**src/rtl/pe_phase_sequencer.sv**
```systemverilog
// rtl/pe_phase_sequencer.sv - tile phase sequencer for the PE array; optional stall counter under PE_SEQ_PERF_CNT_EN
module pe_phase_sequencer #(
   parameter int NUM_COL  = 32,
   parameter int CNT_W    = 16,
   parameter int PSUM_LAT = 2
) (
   input  logic               clk,
   input  logic               rst_n,
   input  logic               start_i,
   input  logic               abort_i,
   input  logic [1:0]         layer_type_i,
   input  logic               ipsum_bypass_i,
   input  logic [NUM_COL-1:0] col_mask_i,
   input  logic [CNT_W-1:0]   preheat_len_i,
   input  logic [CNT_W-1:0]   tile_len_i,
   input  logic [NUM_COL-1:0] ifmap_fifo_empty_matrix_i,
   input  logic [NUM_COL-1:0] ipsum_fifo_empty_matrix_i,
   input  logic [NUM_COL-1:0] opsum_fifo_afull_matrix_i,
   output logic [NUM_COL-1:0] ifmap_fifo_pop_matrix_o,
   output logic [NUM_COL-1:0] ipsum_fifo_pop_matrix_o,
   output logic [NUM_COL-1:0] opsum_fifo_push_matrix_o,
   output logic               preheat_state_o,
   output logic               normal_loop_state_o,
   output logic               pe_array_move_o,
   output logic               busy_o,
   output logic               done_o,
   output logic               err_o,
   output logic [31:0]        stall_cnt_o
);

   typedef enum logic [2:0] {
      S_IDLE,
      S_PREHEAT,
      S_NORMAL,
      S_DRAIN,
      S_DONE
   } state_t;

   state_t              r_state;
   logic [NUM_COL-1:0]  r_mask;
   logic [CNT_W-1:0]    r_pre_len;
   logic [CNT_W-1:0]    r_tile_len;
   logic [CNT_W-1:0]    r_pcnt;
   logic [CNT_W-1:0]    r_mcnt;
   logic                r_bypass;
   logic [PSUM_LAT-1:0] r_pipe;

   logic                w_ifmap_ready;
   logic                w_ipsum_ready;
   logic                w_opsum_ready;
   logic                w_pre_pop;
   logic                w_move;
   logic                w_push;
   logic                w_pre_last;
   logic                w_mv_last;
   logic                w_start_ok;
   logic                w_start_bad;
   logic [PSUM_LAT-1:0] w_pipe_shift;

   // Column readiness: only latched-mask columns can hold the array back
   assign w_ifmap_ready = ~|(ifmap_fifo_empty_matrix_i & r_mask);
   assign w_ipsum_ready = r_bypass | ~|(ipsum_fifo_empty_matrix_i & r_mask);
   assign w_opsum_ready = ~|(opsum_fifo_afull_matrix_i & r_mask);

   assign w_pre_pop = (r_state == S_PREHEAT) && (r_pre_len != '0) && w_ifmap_ready && !abort_i;
   assign w_move    = (r_state == S_NORMAL) && (r_tile_len != '0) && w_ifmap_ready
                      && w_ipsum_ready && w_opsum_ready && !abort_i;
   assign w_push    = r_pipe[PSUM_LAT-1] && !abort_i;

   assign w_pre_last   = (r_pcnt == r_pre_len - CNT_W'(1));
   assign w_mv_last    = (r_mcnt == r_tile_len - CNT_W'(1));
   assign w_pipe_shift = r_pipe << 1;

   assign w_start_ok  = (r_state == S_IDLE) && start_i && !abort_i && (layer_type_i != 2'd3);
   assign w_start_bad = (r_state == S_IDLE) && start_i && !abort_i && (layer_type_i == 2'd3);

   assign ifmap_fifo_pop_matrix_o  = (w_pre_pop || w_move) ? r_mask : '0;
   assign ipsum_fifo_pop_matrix_o  = (w_move && !r_bypass) ? r_mask : '0;
   assign opsum_fifo_push_matrix_o = w_push ? r_mask : '0;
   assign preheat_state_o          = (r_state == S_PREHEAT);
   assign normal_loop_state_o      = (r_state == S_NORMAL);
   assign pe_array_move_o          = w_move;
   assign busy_o                   = (r_state != S_IDLE);
   assign done_o                   = (r_state == S_DONE) && !abort_i;
   assign err_o                    = w_start_bad;

   // Phase FSM, tile counters and move-to-push delay pipe
   always_ff @(posedge clk or negedge rst_n) begin
      if (!rst_n) begin
         r_state    <= S_IDLE;
         r_mask     <= '0;
         r_pre_len  <= '0;
         r_tile_len <= '0;
         r_pcnt     <= '0;
         r_mcnt     <= '0;
         r_bypass   <= 1'b0;
         r_pipe     <= '0;
      end else if (abort_i) begin
         r_state <= S_IDLE;
         r_pcnt  <= '0;
         r_mcnt  <= '0;
         r_pipe  <= '0;
      end else begin
         if (r_state != S_IDLE) begin
            r_pipe <= w_pipe_shift | PSUM_LAT'(w_move);
         end
         case (r_state)
            S_IDLE: begin
               if (w_start_ok) begin
                  r_mask     <= col_mask_i;
                  r_pre_len  <= preheat_len_i;
                  r_tile_len <= tile_len_i;
                  r_bypass   <= ipsum_bypass_i;
                  r_pcnt     <= '0;
                  r_mcnt     <= '0;
                  r_state    <= S_PREHEAT;
               end
            end
            S_PREHEAT: begin
               if (r_pre_len == '0) begin
                  r_state <= S_NORMAL;
               end else if (w_pre_pop) begin
                  r_pcnt <= r_pcnt + CNT_W'(1);
                  if (w_pre_last) r_state <= S_NORMAL;
               end
            end
            S_NORMAL: begin
               if (r_tile_len == '0) begin
                  r_state <= S_DRAIN;
               end else if (w_move) begin
                  r_mcnt <= r_mcnt + CNT_W'(1);
                  if (w_mv_last) r_state <= S_DRAIN;
               end
            end
            S_DRAIN: begin
               // Leave once the pipe empties after this cycle's shift, so
               // DONE lands right after the final push.
               if (w_pipe_shift == '0) r_state <= S_DONE;
            end
            S_DONE: begin
               r_state <= S_IDLE;
            end
            default: begin
               r_state <= S_IDLE;
            end
         endcase
      end
   end

`ifdef PE_SEQ_PERF_CNT_EN
   logic [31:0] r_stall_cnt;

   // Count NORMAL cycles in which the array could not move; saturating
   always_ff @(posedge clk or negedge rst_n) begin
      if (!rst_n) begin
         r_stall_cnt <= '0;
      end else if (w_start_ok) begin
         r_stall_cnt <= '0;
      end else if ((r_state == S_NORMAL) && !w_move && (r_stall_cnt != '1)) begin
         r_stall_cnt <= r_stall_cnt + 32'd1;
      end
   end

   assign stall_cnt_o = r_stall_cnt;
`else
   assign stall_cnt_o = 32'd0;
`endif

endmodule

```
**config.mk**
```make
export PLATFORM = sky130hd
export DESIGN_NAME = pe_phase_sequencer
export DESIGN_NICKNAME = d
export VERILOG_FILES = /design/src/rtl/pe_phase_sequencer.sv
export SDC_FILE = /design/constraint.sdc
export NUM_CORES = 1
export LEC_CHECK = 0
export ABC_CLOCK_PERIOD_IN_PS = 4710
export CORE_MARGIN = 2
export CORE_UTILIZATION = 39
export DETAILED_ROUTE_END_ITERATION = 10
export PLACE_DENSITY = 0.88
export SLEW_MARGIN = 25
export SYNTH_ARGS = -nofsm -noshare
export SYNTH_HDL_FRONTEND = slang
export SYNTH_SLANG_ARGS = --single-unit
```
**constraint.sdc**
```tcl
create_clock -name clk -period 4.71 [get_ports clk]
set_clock_uncertainty 0.2 [all_clocks]
set_input_delay 1.413 -clock clk [delete_from_list [all_inputs] [get_ports clk]]
set_output_delay 1.413 -clock clk [all_outputs]
set_load 0.005 [all_outputs]
```
# [Word-level counts from Yosys, hierarchy flattened]
# Index checks and enable logic that the tools add are counted.
[op_classes] addsub=4 eq_ne=18 mux=24 bitwise=6 n_reduce_logical=38
[op_table] op="16-bit two-way mux" n=7
[op_table] op="32-bit AND" n=3
[op_table] op="32-bit two-way mux" n=3
[op_table] op="32-bit OR reduction" n=3
[op_table] op="16-bit case mux with 2 select lines" n=2
[op_table] op="16-bit by 1-bit adder with 16-bit output (second input constant)" n=2
[op_table] op="16-bit == test" n=2
[op_table] op="16-bit logical NOT" n=2
[op_table] op="16-bit nonzero test" n=2
[op_table] op="16-bit by 1-bit subtractor with 16-bit output (second input constant)" n=2
[op_table] op="3-bit two-way mux" n=9
[op_table] op="4-bit by 2-bit != test with 1-bit output (second input constant)" n=4
[op_table] op="1-bit logical AND" n=15
[op_table] op="3-bit != test (second input constant)" n=4
[op_table] op="3-bit case mux with 4 select lines" n=1
[op_table] op="3-bit nonzero test" n=3
[op_table] op="4-bit AND reduction" n=2
[op_table] op="3-bit by 2-bit == test with 1-bit output (second input constant)" n=2
[op_table] op="3-bit by 2-bit != test with 1-bit output (second input constant)" n=2
[op_table] op="6-bit AND reduction" n=1
[op_table] op="1-bit logical NOT" n=5
[op_table] op="2-bit two-way mux" n=2
[op_table] op="3-bit by 1-bit == test with 1-bit output (second input constant)" n=1
[op_table] op="3-bit == test (second input constant)" n=1
[op_table] op="10 further kinds" n=10
[totals] ff_bits=102 input_bits=167

# [Depth between registers and ports, before layout]
# Gate-level depths: netlist of the first run.
[depth] depth_word=11 mapped_depth=11

# [Worst setup path after synthesis of the first run]
# No wires, ideal clock.
[synth_timing] kind="input to output" from="input ipsum_fifo_empty_matrix_i[1]" to="output ifmap_fifo_pop_matrix_o[10]" arrival_ps=3252 slack_ps=-155 stages=9 n_path_buf=2 cell_sequence="a22oi_1 -> nand4_1 -> nor4_1 -> o2bb2ai_4 -> or2_1 -> buf_4 -> a21oi_1 -> clkbuf_1 -> and2_1"
[synth_between] elab_chain_len=9
[synth_lines] item="from (decl)" line="17" rtl="input logic [NUM_COL-1:0] ipsum_fifo_empty_matrix_i,"
[synth_lines] item="32-bit AND" line="62" rtl="assign w_ipsum_ready = r_bypass | ~|(ipsum_fifo_empty_matrix_i & r_mask);"
[synth_lines] item="32-bit OR reduction" line="62"
[synth_lines] item="1-bit logical NOT" line="62"
[synth_lines] item="1-bit bitwise OR" line="62"
[synth_lines] item="1-bit logical AND (3 in series)" line="67" rtl="&& w_ipsum_ready && w_opsum_ready && !abort_i;"
[synth_lines] item="1-bit logical OR" line="77" rtl="assign ifmap_fifo_pop_matrix_o = (w_pre_pop || w_move) ? r_mask : '0;"
[synth_lines] item="32-bit two-way mux" line="77"
[synth_lines] item="to (decl)" line="19" rtl="output logic [NUM_COL-1:0] ifmap_fifo_pop_matrix_o,"
# Every way passes these cells.

# [Worst setup path after layout of the first run]
[layout_timing] from="input ipsum_fifo_empty_matrix_i[1]" to="output ipsum_fifo_pop_matrix_o[13]"
[layout_between] elab_chain_len=9
[layout_lines] item="32-bit AND" line="62"
[layout_lines] item="32-bit OR reduction" line="62"
[layout_lines] item="1-bit logical NOT" line="62"
[layout_lines] item="1-bit bitwise OR" line="62"
[layout_lines] item="1-bit logical AND (3 in series)" line="67"
[layout_lines] item="1-bit logical AND" line="78" rtl="assign ipsum_fifo_pop_matrix_o = (w_move && !r_bypass) ? r_mask : '0;"
[layout_lines] item="32-bit two-way mux" line="78"
[layout_lines] item="to (decl)" line="20" rtl="output logic [NUM_COL-1:0] ipsum_fifo_pop_matrix_o,"
# Every way passes these cells.

==> metrics.md, run 1 <==
| Metric | Value |
|---|---|
| Synth cell types | `74` |
| Aggregate routed wire length | `26500 µm` |
| Reg-to-reg startpoint | `r_mask[0]` |
| Root buffer cell | `sky130_fd_sc_hd__clkbuf_16` |
| Detailed-routing iteration count for the pre-antenna-repair pass | `5` |
| Clock insertion delay at the later pin of the skew report | `0.35 ns` |
| Count of flip-flops with a built-in enable after synthesis | `0` |
| Reg2Reg Capture Point | `r_mcnt[10]` |
| Endpoints failing setup | `65` |
| Antenna violations before repair | `1` |
| Source of the critical timing path | `ipsum_fifo_empty_matrix_i[1]` |
| Violated checks | `negative setup slack` |
| Leakage | `4.68 nW` |
| Count of buffers from port buffering | `268` |
| Max frequency | `193 MHz` |
| Result of the run | `finished, violations left` |
| Total Routing Usage GR | `0.264` |
| Synthesized area | `7020 µm²` |
| Total vias in the final route | `7204` |
| Worst Hold Slack | `0.340 ns` |
| Flip-flop cell with the highest count after synthesis | `sky130_fd_sc_hd__dfrtp_1` |
| ANT cells | `0` |
| Worst Hold Path EP | `r_pipe[1]` |
| Core Box Area | `17800 µm²` |
| Share of the yosys chip area belonging to registers | `0.364` |
| Number of DRC markers after the initial detailed-route iteration | `662` |
| Layout cell share with drive strength beyond 1 | `0.328` |
| Final Instance Area | `10900 µm²` |
| Most area-hungry cell type in the Yosys netlist | `sky130_fd_sc_hd__dfrtp_1` |
| FF-to-FF path depth | `11` |
| Number of global-route vias before repair | `6831` |
| Leading cell types in the layout, fill and taps excluded | `sky130_fd_sc_hd__clkdlybuf4s50_1 (112), sky130_fd_sc_hd__dfrtp_1 (102), sky130_fd_sc_hd__mux2_2 (66), sky130_fd_sc_hd__buf_6 (58), sky130_fd_sc_hd__and2_1 (51)` |
| Die extent in x | `138 µm` |
| Aggregate global routing overflow | `0` |
| Nets | `1213` |
| Row Count | `49` |
| Hold Path Origin | `r_pipe[1]` |
| Worst-path maximum fanout | `3` |
| Crit path launch type | `input port` |
| Hold violation total from the final report | `0` |
| Warnings from Yosys | `0` |
| Leading cell type in the layout, fill and taps excluded | `sky130_fd_sc_hd__clkdlybuf4s50_1` |
| Fill cell total of the finished layout | `1450` |
| Cells after Synth | `737` |
| Post-synthesis register bit count | `102` |
| TritonCTS clock tree | `yes` |
| Clock edge transition at the registers on the reported setup and hold paths | `0.07 ns` |
| Hold Path Depth | `2` |
| Die footprint | `19100 µm²` |
| Starting density of the core | `0.395` |
| Synth async-reset ratio | `1.00` |
| Classification of the worst-slack hold path | `reg2reg` |
| Die height | `138 µm` |
| Area post-placement | `10100 µm²` |
| Routed wirelength normalized by instance count | `20.8 µm` |
| Count of nets left with antenna violations after detail routing | `0` |
| Max Transition Viols Final | `0` |
| CP Data Arrival Time | `3.56 ns` |
| Crit path required time | `3.10 ns` |
| Worst slew pin tran | `0.857 ns` |
| Setup CP Type | `in2out` |
| Clk buf depth | `2` |
| Dpl ws | `-1.14 ns` |
| Minimum clock period | `5.17 ns` |
| Last weighted congestion value of the routability-driven placer | `0.965` |
| Mean area per synthesized cell | `9.52 µm²` |
| Reported max-cap violation count | `0` |
| Main area contributors after synthesis | `sky130_fd_sc_hd__dfrtp_1 (36%), sky130_fd_sc_hd__mux2_2 (11%), sky130_fd_sc_hd__and2_1 (8.6%)` |
| Pin count of the biggest net entering global routing | `67` |
| Power per standard cell area | `265 nW/µm²` |
| Hpwl dp | `19300 µm` |
| DRC viols | `0` |
| Element type at the critical path end | `output pin` |
| H-tree Lvls | `3` |
| Post-CTS Hold Buffers | `0` |
| Register-to-register path setup slack | `1.50 ns` |
| Number of top-level pins | `301` |
| Slew Limit Headroom | `0.429` |
| Clock Sink Count | `102` |
| Smallest setup slack after layout | `-0.458 ns` |
| Share of the synthesized area in the top cell type | `0.364` |
| Largest vdd supply drop | `210 µV` |
| RSZ-0062 raised after global routing | `yes` |
| First-pass GRT wire length | `39800 µm` |
| Total CTS buffers | `9` |
| Vias per cell | `5.65` |
| Signed area change from the synthesized netlist to the final layout | `54.8%` |
| Final period utilization | `1.10` |
==> routing by layer <==
metal / track usage / share of wire / wire length, µm / vias to the layer above
met2: 0.437 / 0.48 / 12800 / 379
met4: 0.0779 / 0.031 / 833 / 0
met1: 0.354 / 0.41 / 10800 / 3524
met3: 0.0485 / 0.076 / 2010 / 68
met5: 0 / 0 / 0 / -
li1: - / - / - / 3233
==> area by class of cell <==
| cell class | count | area (µm²) | share of cell area |
|---|---|---|---|
| clock inverters | 6 | 91.3 | 0.00841 |
| repair buffers | 327 | 3160 | 0.291 |
| inverters | 18 | 67.6 | 0.00622 |
| flip-flops and latches | 102 | 2550 | 0.235 |
| multi-input cells | 584 | 4470 | 0.412 |
| well taps | 229 | 287 | 0.0264 |
| clock buffers | 10 | 229 | 0.0211 |
==> flip-flops by register name, indices dropped and copies added (netlist names) <==
name	flops
r_mask	32
r_bypass	1
r_mcnt	16
r_pcnt	16
r_tile_len	16
r_pre_len	16
r_pipe	2
r_state	3
==> kinds of logic after synthesis <==
| kind of cell | count (synthesis) | share of synthesized area |
|---|---|---|
| buffers and inverters | 82 | 0.0628 |
| XOR/XNOR | 55 | 0.0706 |
| AND/OR/NAND/NOR | 306 | 0.259 |
| flip-flops | 102 | 0.364 |
| other | 1 | 0.000534 |
| adder cells (fa/ha/maj) | 4 | 0.00713 |
| multiplexers | 70 | 0.112 |
| AO/OA/AOI/OAI | 117 | 0.125 |
==> cells in the mapped netlist (all sizes together), types with 4 or more instances <==
master,n
and3,14
nor3,17
nand3,13
mux2i,4
nor2b,6
a21oi,16
ha,4
or3,6
nor2,44
and2,98
clkbuf,27
nand2b,5
dfrtp,102
o21ai,8
buf,37
o31ai,4
a31oi,8
mux2,66
nor4,17
nand2,29
a221oi,4
nand4b,8
a22o,5
xor2,21
nand4,22
or4,7
a211oi,4
xnor2,33
inv,18
nor4b,7
a22oi,43
==> critical path, cell delays in order <==
cell,delay [ns]
sky130_fd_sc_hd__buf_6,0.09
sky130_fd_sc_hd__a22oi_2,0.17
sky130_fd_sc_hd__nand4_1,0.23
sky130_fd_sc_hd__nor4_2,0.33
sky130_fd_sc_hd__buf_4,0.17
sky130_fd_sc_hd__o2bb2ai_4,0.06
sky130_fd_sc_hd__or2_4,0.28
sky130_fd_sc_hd__nor3_4,0.24
sky130_fd_sc_hd__buf_6,0.16
sky130_fd_sc_hd__buf_6,0.09
sky130_fd_sc_hd__buf_6,0.08
sky130_fd_sc_hd__and2_1,0.12
sky130_fd_sc_hd__buf_2,0.12
==> where the power goes <==
group / total (W) / switching, W / internal [W] / leakage, nW
Sequential: 0.00130 / 0.000302 / 0.00100 / 1.28
Clock: 0.000811 / 0.000341 / 0.000470 / 0.157
Combinational: 0.000760 / 0.000333 / 0.000427 / 3.24
==> metrics by stage <==
step	util	std cells	power (W)	setup TNS [ns]
2_1_floorplan	-	768	0.00162	-0.984
3_3_place_gp	0.566	1235	0.00200	-70.62
3_5_place_dp	0.566	1235	0.00202	-69.84
4_1_cts	0.592	1269	0.00285	-24.06
5_1_grt	0.611	1276	0.00300	-27.36
6_report	0.611	1276	0.00287	-23.77
==> worst max path at each step <==
stage                                  end  slack [ns]
6_report       ipsum_fifo_pop_matrix_o[13]       -0.46
5_1_grt        ipsum_fifo_pop_matrix_o[13]       -0.53
4_1_cts        ipsum_fifo_pop_matrix_o[17]       -0.64
3_5_place_dp   ifmap_fifo_pop_matrix_o[20]       -1.14
3_3_place_gp    ipsum_fifo_pop_matrix_o[6]       -1.11
2_1_floorplan  ipsum_fifo_pop_matrix_o[10]       -0.03
==> timing repair <==
| action | 4_1_cts | 5_1_grt |
|---|---|---|
| gates resized for setup | 447 | 150 |
| pin swaps | 67 | 32 |
| setup buffers | 15 | 9 |
| setup endpoints to repair | 66 | 97 |
| gates cloned | 3 | 3 |
(Power assumes the default switching activity.)
==> run 2, diff against run 1 <==
--- a/config.mk
+++ b/config.mk
@@ -6,6 +6,7 @@
 export NUM_CORES = 1
 export LEC_CHECK = 0
 export ABC_CLOCK_PERIOD_IN_PS = 4710
+export CAP_MARGIN = 10
 export CORE_MARGIN = 2
 export CORE_UTILIZATION = 39
 export DETAILED_ROUTE_END_ITERATION = 10
==> results of run 2 <==
No change in the layout: final DEF, timing and power equal those of run 1.
